==> config.mk <==
export PLATFORM = sky130hd
export DESIGN_NAME = alu_issue_queue
export DESIGN_NICKNAME = d
export VERILOG_FILES = /design/src/rtl/alu_issue_queue.sv
export SDC_FILE = /design/constraint.sdc
export NUM_CORES = 1
export LEC_CHECK = 0
export BUFFER_PORTS_ARGS = -buffer_cell sky130_fd_sc_hd__buf_4
export CAP_MARGIN = 20
export CELL_PAD_IN_SITES_DETAIL_PLACEMENT = 1
export CELL_PAD_IN_SITES_GLOBAL_PLACEMENT = 1
export CORE_ASPECT_RATIO = 0.7
export CORE_MARGIN = 2
export CORE_UTILIZATION = 47
export DETAILED_ROUTE_END_ITERATION = 8
export MAX_ROUTING_LAYER = met4
export PLACE_DENSITY = 0.74
export SYNTH_ARGS = -nofsm -noshare
export SYNTH_HDL_FRONTEND = slang
export SYNTH_SLANG_ARGS = --single-unit
export TNS_END_PERCENT = 30
==> constraint.sdc <==
create_clock -name clk -period 2.2 [get_ports clk]
set_input_delay 0.22 -clock clk [delete_from_list [all_inputs] [get_ports clk]]
set_output_delay 0.22 -clock clk [all_outputs]
set_load 0.05 [all_outputs]
==> src/rtl/alu_issue_queue.sv <==
// alu_issue_queue: FIFO-buffered issue stage feeding the ALU with a registered valid/ready result
module alu_issue_queue #(
  parameter int DEPTH  = 4,
  parameter int INST_W = 10,
  parameter int DATA_W = 4
) (
  input  logic                     clk,
  input  logic                     rst,
  input  logic                     in_valid,
  input  logic [INST_W-1:0]        in_inst,
  output logic                     in_ready,
  input  logic                     flush,
  output logic [INST_W-1:0]        alu_inst,
  input  logic [DATA_W-1:0]        alu_out,
  output logic                     res_valid,
  input  logic                     res_ready,
  output logic [DATA_W-1:0]        res_data,
  output logic [1:0]               res_op,
  output logic [$clog2(DEPTH):0]   count,
  output logic                     busy
);
  localparam int AW = $clog2(DEPTH);
  localparam int CW = AW + 1;
  typedef enum logic [1:0] {IDLE, EXEC, HOLD} state_t;
  state_t state, state_n;
  logic [INST_W-1:0] mem [DEPTH];
  logic [AW-1:0] rd_ptr, wr_ptr;
  logic push, pop;
  // count never exceeds DEPTH (a power of two), so its MSB alone marks "full"
  assign in_ready  = !count[AW] && !flush;
  assign push      = in_valid && in_ready;
  assign pop       = !flush && (count != '0) && (state == IDLE || (state == HOLD && res_ready));
  assign res_valid = state == HOLD;
  assign busy      = state != IDLE;
  // next state: EXEC always settles into HOLD; a pop starts EXEC; a retire with nothing queued idles
  always_comb
    state_n = flush ? IDLE : state == EXEC ? HOLD : pop ? EXEC : (state == HOLD && res_ready) ? IDLE : state;
  // queue storage needs no reset; only entries between the pointers are ever read
  always_ff @(posedge clk)
    if (push) mem[wr_ptr] <= in_inst;
  // pointers, occupancy, issued instruction and captured result
  always_ff @(posedge clk or posedge rst)
    if (rst) begin
      state    <= IDLE;
      rd_ptr   <= '0;
      wr_ptr   <= '0;
      count    <= '0;
      alu_inst <= '0;
      res_data <= '0;
      res_op   <= '0;
    end else begin
      state <= state_n;
      count <= flush ? '0 : count + CW'(push) - CW'(pop);
      if (flush) begin
        rd_ptr   <= '0;
        wr_ptr   <= '0;
        alu_inst <= '0;
      end else begin
        if (push) wr_ptr <= wr_ptr + AW'(1);
        if (pop) begin
          rd_ptr   <= rd_ptr + AW'(1);
          alu_inst <= mem[rd_ptr];
        end
        if (state == EXEC) begin
          res_data <= alu_out;
          res_op   <= alu_inst[INST_W-1 -: 2];
        end
      end
    end
endmodule

After elaboration in Yosys (flattened, before gate mapping)
Memory sizes are Yosys's and may differ from the RTL's.
Cells that the tools add are included.
{ "totals": {"input_bits": 19, "register_bits": 25, "ramBits": 40, "n_memories": 1, "elab_cells": 43, "out_inout_bits": 22} }
{ "classes": {"n_eq_ne": 2, "bitwise_logic": 1, "n_reduce_logical": 15, "addsub": 4, "mux": 13} }
{ "mem_list": {"columns": ["memory", "words", "word_bits", "read_ports", "rd_ports_with_merged_regs", "wr", "line", "source"], "rows": [
  ["mem", 4, 10, 1, 0, 1, "26", "logic [INST_W-1:0] mem [DEPTH];"]
]} }
{ "op_table": {"columns": ["cell", "n"], "rows": [
  ["10-bit 2-to-1 mux", 2],
  ["2-bit 2-to-1 mux", 8],
  ["2-bit nonzero test", 3],
  ["1-bit logical AND", 5],
  ["2-bit by 1-bit adder with 2-bit output, second input constant", 2],
  ["4-bit nonzero test", 1],
  ["3-bit by 1-bit adder with 3-bit output", 1],
  ["3-bit 2-to-1 mux", 1],
  ["3-bit nonzero test", 1],
  ["3-bit by 1-bit subtractor with 3-bit output", 1],
  ["2-bit by 1-bit == test with 1-bit output, second input constant", 1],
  ["2-bit == test, second input constant", 1],
  ["1-bit logical NOT", 2],
  ["2-bit logical NOT", 1],
  ["1-bit 2-to-1 mux", 2],
  ["2-bit AND reduction", 1],
  ["1-bit logical OR", 1],
  ["1-bit NOT", 1]
]} }

Logic depth before layout (Yosys ltp)
Gate-level depths: netlist of the first run.
{ "depth": {"word_depth": 7, "depth_mapped": 9, "mapped_depth_nobuf": 8} }

Least setup slack after synthesis of the first run
Ideal clock, no wire load.
{ "synth_path": {"kind": "register -> register", "start": "register count[1]", "end": "register count[2]", "arrival_time_ps": 2131, "slack_ps": -52, "period_less_slack_ps": 2252, "path_stages_with_launch": 10, "t_required_ps": 2079, "cell_sequence": "dfrtp_1 > nor3_1 > nor4_2 > buf_4 > xor2_1 > ha_1 > inv_1 > fa_1 > xnor2_1 > nor2_1"} }
{ "synth_between": {"elab_chain_cells": 5} }
{ "synth_lines": {"columns": ["item", "line", "source"], "rows": [
  ["start, declared", "19", "output logic [$clog2(DEPTH):0] count,"],
  ["start signal, assigned", "53", "count <= flush ? '0 : count + CW'(push) - CW'(pop);"],
  ["parallel branches: the longest is 3 deep, another holds 3-bit by 1-bit adder with 3-bit output", null, null],
  ["3-bit by 1-bit subtractor with 3-bit output *", "53", null],
  ["3-bit 2-to-1 mux *", "53", null]
]} }
Mark *: on every way between the ends.
A chain may end at the register's enable or synchronous reset.

Worst setup path after layout of the first run
Ends and elaborated chain as after synthesis.

==> impl_results.md, run 1 <==
* Status: finished, final reports clean
* Pre-antenna DRT Iters at 4
* Measured slew at the worst slew-check pin at 0.707 ns
* Synth unique cells at 31
* Core region area at around 5400 µm²
* Synth area leader: edfxtp_1
* Sink Count at 65
* Total track usage at 0.187
* DRC at 0
* Pin count of the biggest net entering global routing at 26
* Worst vdd ir at approximately 560 µV
* Tot Pwr at around 4.4 mW
* Largest delay share family, worst path: adder cells
* Max_cap viols at 0
* Post-synth top area share at 0.450
* Area after DPL at 3050 µm²
* Worst-Skew Late Latency at 0.33 ns
* Min Clock Period, post-route at a little over 2 ns
* Vias at around 1,500
* IO buf count at 40
* HP Class: in -> reg
* Vias in the first global route at between 1,500 and 2,000
* Drt total wl at 5090 µm
* R2r setup slk at ~0.15 ns
* Arrival time at the worst endpoint at ~2.3 ns
* Mean post-synth cell area at between 15 and 20 µm²
* CTS tree: done
* Final #Nets at 230
* Final slew viol count at 0
* Fin crit share at 0.930
* Layout cell share with drive strength beyond 1 at 0.371
* Htree depth at 3
* Routed length on met1 at between 2000 and 2500 µm
* Top_reg_cell synth: edfxtp_1
* CP endpoint kind: register
* Grt total ovfl at 0
* Die height at ~67 µm
* Hold Fails Final Rpt at 0
* Max Fclk at 489 MHz
* Post-route insts no fill at between 200 and 300
* Leak pwr at 1.30 nW
* Most numerous cell in the Yosys netlist: edfxtp_1
* Cts repair resizes at 0
* Clock Skews at 0.00961 ns
* Syn nets at 180
* Top layer in use: met4
* Area growth syn-to-layout at 21.4%
* Crit Path Category: reg -> reg
* Largest cells by area after synthesis: edfxtp_1 (45%), dfrtp_1 (23%), mux4_2 (5.9%)
* DP HPWL at 3460 µm
* Inst Count DP at 265
* Bufs and invs on worst path at 1
* WL/cell at approximately 18 µm
* Syn. warnings at 0
* Routed Antenna Nets at 0
* Yosys reg bits at 65
* Setup violators final at 0
* Clock root cell: clkbuf_8
* Number of CTS-inserted buffers at 9
* Slew HR at 0.528
* 1st-iter DRT viols at 40
* Die W at ~94 µm
* Worst Setup Start Kind: register
* Asr flop ratio synth at 0.385
* Cell Area, Synth at about 2700 µm²
* Post-CTS setup buffers at 0
* Diode count at 0
* Met2 Wirelength at about 2600 µm
* Post-synth EDFFs at 40
* Num rows at 22
* Via density at roughly 5.2
* Worst Path Required at roughly 2.4 ns
* Cell area power density at between 1000 and 1500 nW/µm²
* Most common library cells after synthesis: edfxtp_1 (40), dfrtp_1 (25), nor2b_1 (15)
* Met3 wire length at roughly 220 µm
* Die area at between 6000 and 7000 µm²
* Sequential fraction of the synthesis area at 0.685
* Gpl congestion at a little over 0.7
* Num ports at 41
* Hold slack at 0.0795 ns
* Syn Inst Count at ~160
* Initial antenna violation count at 0
* RSZ-0062 raised after global routing: false
* Global-route wire length before repair at between 8000 and 9000 µm
* Starting density of the core at 0.497
* Max incr delay on CP at around 0.45 ns
* Max Buffers Root-to-Sink at 2
* Slowest library cell on the worst path: dfrtp_2
* Post-route cell area at 3240 µm²
* Reg clk slew, reported paths at 0.07 ns
* CP Cell Sequence: nor3_1, nor4_2, xor2_1, ha_1, inv_1, fa_1, xnor2_1, nor2_1
* CP Max Fanout at 5
* TNS Setup at 0 ns
## per-layer routing
metal | track usage | vias to the layer above
met1 | 0.221 | 742
met5 | - | -
met3 | 0.0667 | 6
met4 | 0.0543 | 0
met2 | 0.308 | 38
li1 | - | 684
## worst paths after layout
check | start | endpoint | cells after the start
setup / recovery | count[1] | count[2] | 8
hold / removal | in_inst[4] | mem[3][4] | 1
setup reg to reg | count[1] | count[2] | 8
hold reg to reg | res_data[0] | res_data[0] | 1
max in group asynchronous | rst | count[0] | 4
min in group asynchronous | rst | res_op[1] | 3
## cell families (layout without fill, tap and decap cells)
group / Yosys count / count (layout) / synth area share
DFF: 65 / 65 / 0.685
and+or+nand+nor: 37 / 37 / 0.0877
muxes: 17 / 17 / 0.118
AOI/OAI and AO/OA: 15 / 15 / 0.0441
buffers and inverters: 11 / 66 / 0.0211
adders and majority gates: 6 / 6 / 0.0310
xor gates and xnor gates: 4 / 4 / 0.0131
## cell type report
type                            count  area (µm²)
Fill cell                         513        2130
Clock buffer                       13         159
Timing Repair Buffer               45         340
Multi-Input combinational cell     79         785
Tap cell                           72        90.1
Sequential cell                    65        1830
Clock inverter                      3        17.5
Inverter                            5        18.8
## cells in the final DEF (no fill, tap or decap)
cell | Yosys | final
mux4_1 | 3 | 3
clkinv_2 | 0 | 2
nand2_1 | 2 | 2
dfrtp_2 | 0 | 2
nor2b_1 | 15 | 15
nand2b_1 | 1 | 1
a21oi_1 | 3 | 3
mux2_2 | 7 | 7
clkbuf_1 | 1 | 2
nor4_2 | 1 | 1
nor2_1 | 5 | 5
nor3b_2 | 1 | 1
dfrtp_1 | 25 | 23
or2_2 | 1 | 1
nand3_1 | 1 | 1
fa_1 | 1 | 1
buf_4 | 1 | 44
clkinvlp_4 | 0 | 1
edfxtp_1 | 40 | 40
xnor2_1 | 2 | 2
xor2_1 | 2 | 2
and2_1 | 4 | 4
ha_1 | 5 | 5
or4_1 | 1 | 1
mux4_2 | 7 | 7
nand4_1 | 1 | 1
nor3_4 | 1 | 1
clkbuf_8 | 0 | 11
nor3_1 | 2 | 2
or3_1 | 1 | 1
o31ai_1 | 2 | 2
a22o_1 | 10 | 10
dlygate4sd3_1 | 0 | 1
inv_1 | 5 | 5
## worst reg2reg max path, delay by kind of cell, from the launching register on
kind | cells | cell delay, ns
adder cells (fa/ha/maj) | 2 | 0.56
AND/OR/NAND/NOR | 3 | 0.51
flip-flops | 1 | 0.45
XOR/XNOR | 2 | 0.33
buffers and inverters | 1 | 0.07
## registers in the layout, summed over array words and instances, names as in the netlist
name      count
count         3
mem          40
state         2
res_op        2
rd_ptr        2
wr_ptr        2
alu_inst     10
res_data      4
## where the power goes
group	internal [mW]	switching (mW)	total, mW
sequential	1.54	0.215	1.75
combinational	0.649	1.08	1.73
clock	0.467	0.414	0.881
total	2.65	1.71	4.36
## metrics by stage
stage,setup WS (ns),util
floorplan,0.0271,-
CTS,0.0882,0.603
finish,0.153,0.603
global route,0.0176,0.603
detailed placement,0.110,0.569
global placement,0.244,0.569
## repair_timing
action	in CTS	in global routing
setup endpoints to repair	0	1
hold buffers	1	0
endpoints found under the hold margin	16	0
Note: power is estimated with default switching activity, not from simulation.
==> run 2, diff against run 1 <==
--- a/config.mk
+++ b/config.mk
@@ -7,14 +7,12 @@
 export LEC_CHECK = 0
 export BUFFER_PORTS_ARGS = -buffer_cell sky130_fd_sc_hd__buf_4
 export CAP_MARGIN = 20
-export CELL_PAD_IN_SITES_DETAIL_PLACEMENT = 1
-export CELL_PAD_IN_SITES_GLOBAL_PLACEMENT = 1
 export CORE_ASPECT_RATIO = 0.7
 export CORE_MARGIN = 2
-export CORE_UTILIZATION = 47
+export CORE_UTILIZATION = 51
 export DETAILED_ROUTE_END_ITERATION = 8
 export MAX_ROUTING_LAYER = met4
-export PLACE_DENSITY = 0.74
+export PLACE_DENSITY = 0.69
 export SYNTH_ARGS = -nofsm -noshare
 export SYNTH_HDL_FRONTEND = slang
 export SYNTH_SLANG_ARGS = --single-unit
==> run 2 against run 1 <==
  * Setup slack gained 0.013 ns
  * Clock-buffer cell count grew 3
  * Largest power group unchanged
  * Highest routed layer unchanged
  * First-iteration DRC count grew 73%
==> impl_results.md, run 2 (same netlist as run 1, synthesis figures left out) <==
* Max incr delay on CP at 0.45 ns (about the same)
* Worst Path Required at 2.42 ns (+0.02 ns)
* Diode count at 0 (unchanged)
* R2r setup slk at 0.17 ns (about the same)
* Worst vdd ir at 581 µV (+3.6%)
* Crit Path Category: reg -> reg
* Gpl congestion at 0.764 (+7.9%)
* Via density at 5.23 (+0.36%)
* Number of CTS-inserted buffers at 9 (unchanged)
* Sequential Power Share at 0.401 (about the same)
* Max_cap viols at 0 (unchanged)
* Sequential cell area at 1830 µm² (unchanged)
* HP Class: in -> reg
* Area growth syn-to-layout at 22.0%
* Clock Skews at 0.00912 ns (-0.000485 ns)
* Global-route wire length before repair at 7900 µm (-1.5%)
* Sink Count at 65 (unchanged)
* Int Pwr at 2.69 mW (+1.5%)
* Sw Ratio at 0.384 (-0.00704)
* Max Fclk at 492 MHz (+0.65%)
* DP HPWL at 3410 µm (-1.6%)
* Tot Pwr at 4.38 mW (+0.35%)
* Max Buffers Root-to-Sink at 2 (unchanged)
* Worst Reg-to-Reg Cells at 8 (unchanged)
* Net Sw Power at 1.68 mW (-1.5%)
* Top reg by flops: mem
* Worst-Skew Late Latency at 0.33 ns (about the same)
* Commonest cells after routing, fill and taps aside: buf_4 (46), edfxtp_1 (40), dfrtp_1 (23)
* WL/cell at 17.3 µm (-4.2%)
* Worst Hold End: mem[3][0]
* Hold slack at 0.0844 ns (+0.00488 ns)
* CP Max Fanout at 6 (+1)
* Clock power frac at 0.206 (+0.004)
* Min Clock Period, post-route at 2.03 ns (-0.0131 ns)
* CTS tree: done
* Pre-antenna DRT Iters at 4 (unchanged)
* Core region area at 4910 µm² (-8.5%)
* Grt total ovfl at 0 (unchanged)
* Die W at 90.4 µm (-3.8%)
* Final slew viol count at 0 (unchanged)
* Cell area power density at 1340 nW/µm² (-0.11%)
* Die height at 64.5 µm (-3.8%)
* 1st-iter DRT viols at 69 (+73%)
* Htree depth at 3 (unchanged)
* Vias in the first global route at 1,574 (+1.0%)
* Setup violators final at 0 (unchanged)
* Top Registers: mem (40), alu_inst (10), res_data (4)
* RSZ-0062 raised after global routing: false
* Hold buffer count at CTS at 1 (unchanged)
* Slew HR at 0.501 (-0.0274)
* Multi-input logic area at 785 µm² (unchanged)
* Starting density of the core at 0.543 (+0.0459)
* Measured slew at the worst slew-check pin at 0.748 ns (+0.0412 ns)
* IO buf count at 40 (unchanged)
* Worst reg2reg startpoint: state[1]
* CP Cell Sequence: nor2b_1, nor4_2, xor2_1, ha_1, inv_1, fa_1, xnor2_1, nor2_1
* Clock root cell: clkbuf_8
* Post-CTS setup buffers at 0 (unchanged)
* Leak pwr at 1.31 nW (+0.89%)
* Layout fillers at 346 (-33%)
* Vias at 1,470 (unchanged)
* Slowest library cell on the worst path: dfrtp_1
* DRC at 0 (unchanged)
* Final #Nets at 232 (+0.87%)
* Arrival time at the worst endpoint at 2.26 ns (about the same)
* Drt total wl at 4860 µm (-4.5%)
* Hold path depth at 1 (unchanged)
* Num ports at 41 (unchanged)
* Finished Core Util at 0.662 (+0.0588)
* Fin crit share at 0.924 (-0.00597)
* Cts repair resizes at 0 (unchanged)
* CP endpoint kind: register
* Reg clk slew, reported paths at 0.07 ns (about the same)
* Worst Min Path Start: in_inst[0]
* Layout cell share with drive strength beyond 1 at 0.368 (-0.00350)
* Worst reg2reg endpoint: count[2]
* Num rows at 21 (-4.5%)
* Hold Fails Final Rpt at 0 (unchanged)
* Comb power frac at 0.393 (-0.003)
* Initial antenna violation count at 0 (unchanged)
* Die area at 5830 µm² (-7.4%)
* Total track usage at 0.192 (+0.00443)
* Worst Setup Start Kind: register
* Routed Antenna Nets at 0 (unchanged)
* TNS Setup at 0 ns (unchanged)
* Commonest non-fill, non-tap cell in the layout: buf_4
* Pin count of the biggest net entering global routing at 16 (-38%)
* Max reg flops at 40 (unchanged)
* Status: finished, final reports clean
[run 2: cell count changes in the layout (fill, tap and decap cells not counted)]
cell	change
clkinvlp_4	-1
clkbuf_8	+1
clkinv_2	-2
buf_4	+2
clkbuf_1	+2
[run 2: worst max-delay path by stage]
stage                     cells past startpoint  slack, ns     start  endpoint
after floorplan                               9       0.03  count[0]  count[2]
after global routing                          8       0.07  state[1]  count[2]
final                                         8       0.17  state[1]  count[2]
after detailed placement                      8       0.18  state[1]  count[2]
after global placement                        8       0.22  state[1]  count[2]
after CTS                                     8       0.17  state[1]  count[2]
[run 2: through the flow]
step | instance area [µm²] | worst slack (ns) | cells
global route | 3250 | 0.0671 | 281
finish | 3250 | 0.166 | 281
CTS | 3250 | 0.165 | 281
global placement | 3060 | 0.225 | 264
floorplan | 2670 | 0.0271 | 155
detailed placement | 3060 | 0.181 | 264
[run 2: critical path: cells and delay by family, from the launching register on]
kind | cells | cell delay [ns]
buffers and inverters | 1 | 0.05
adder cells (fa/ha/maj) | 2 | 0.54
AND/OR/NAND/NOR | 3 | 0.53
XOR/XNOR | 2 | 0.37
flip-flops | 1 | 0.45
[run 2: area by class of cell]
class | count | area share
Multi-Input combinational cell | 79 | 0.241
Clock buffer | 16 | 0.0554
Inverter | 5 | 0.00577
Timing Repair Buffer | 47 | 0.109
Tap cell | 69 | 0.0265
Sequential cell | 65 | 0.562
[run 2: routing by layer]
layer / vias up / global-route usage / wire, µm
met5: - / - / 0
met4: 0 / 0.0923 / 87
li1: 687 / - / -
met3: 8 / 0.0616 / 171
met1: 745 / 0.227 / 2220
met2: 30 / 0.304 / 2380
[run 2: power by group through the flow]
stage / combinational [mW] / clock, mW / sequential (mW)
floorplan: 0.713 / 0 / 2.26
global placement: 1.70 / 0 / 1.76
detailed placement: 1.72 / 0 / 1.78
CTS: 1.73 / 0.928 / 1.76
global route: 1.81 / 0.975 / 1.79
finish: 1.72 / 0.903 / 1.75
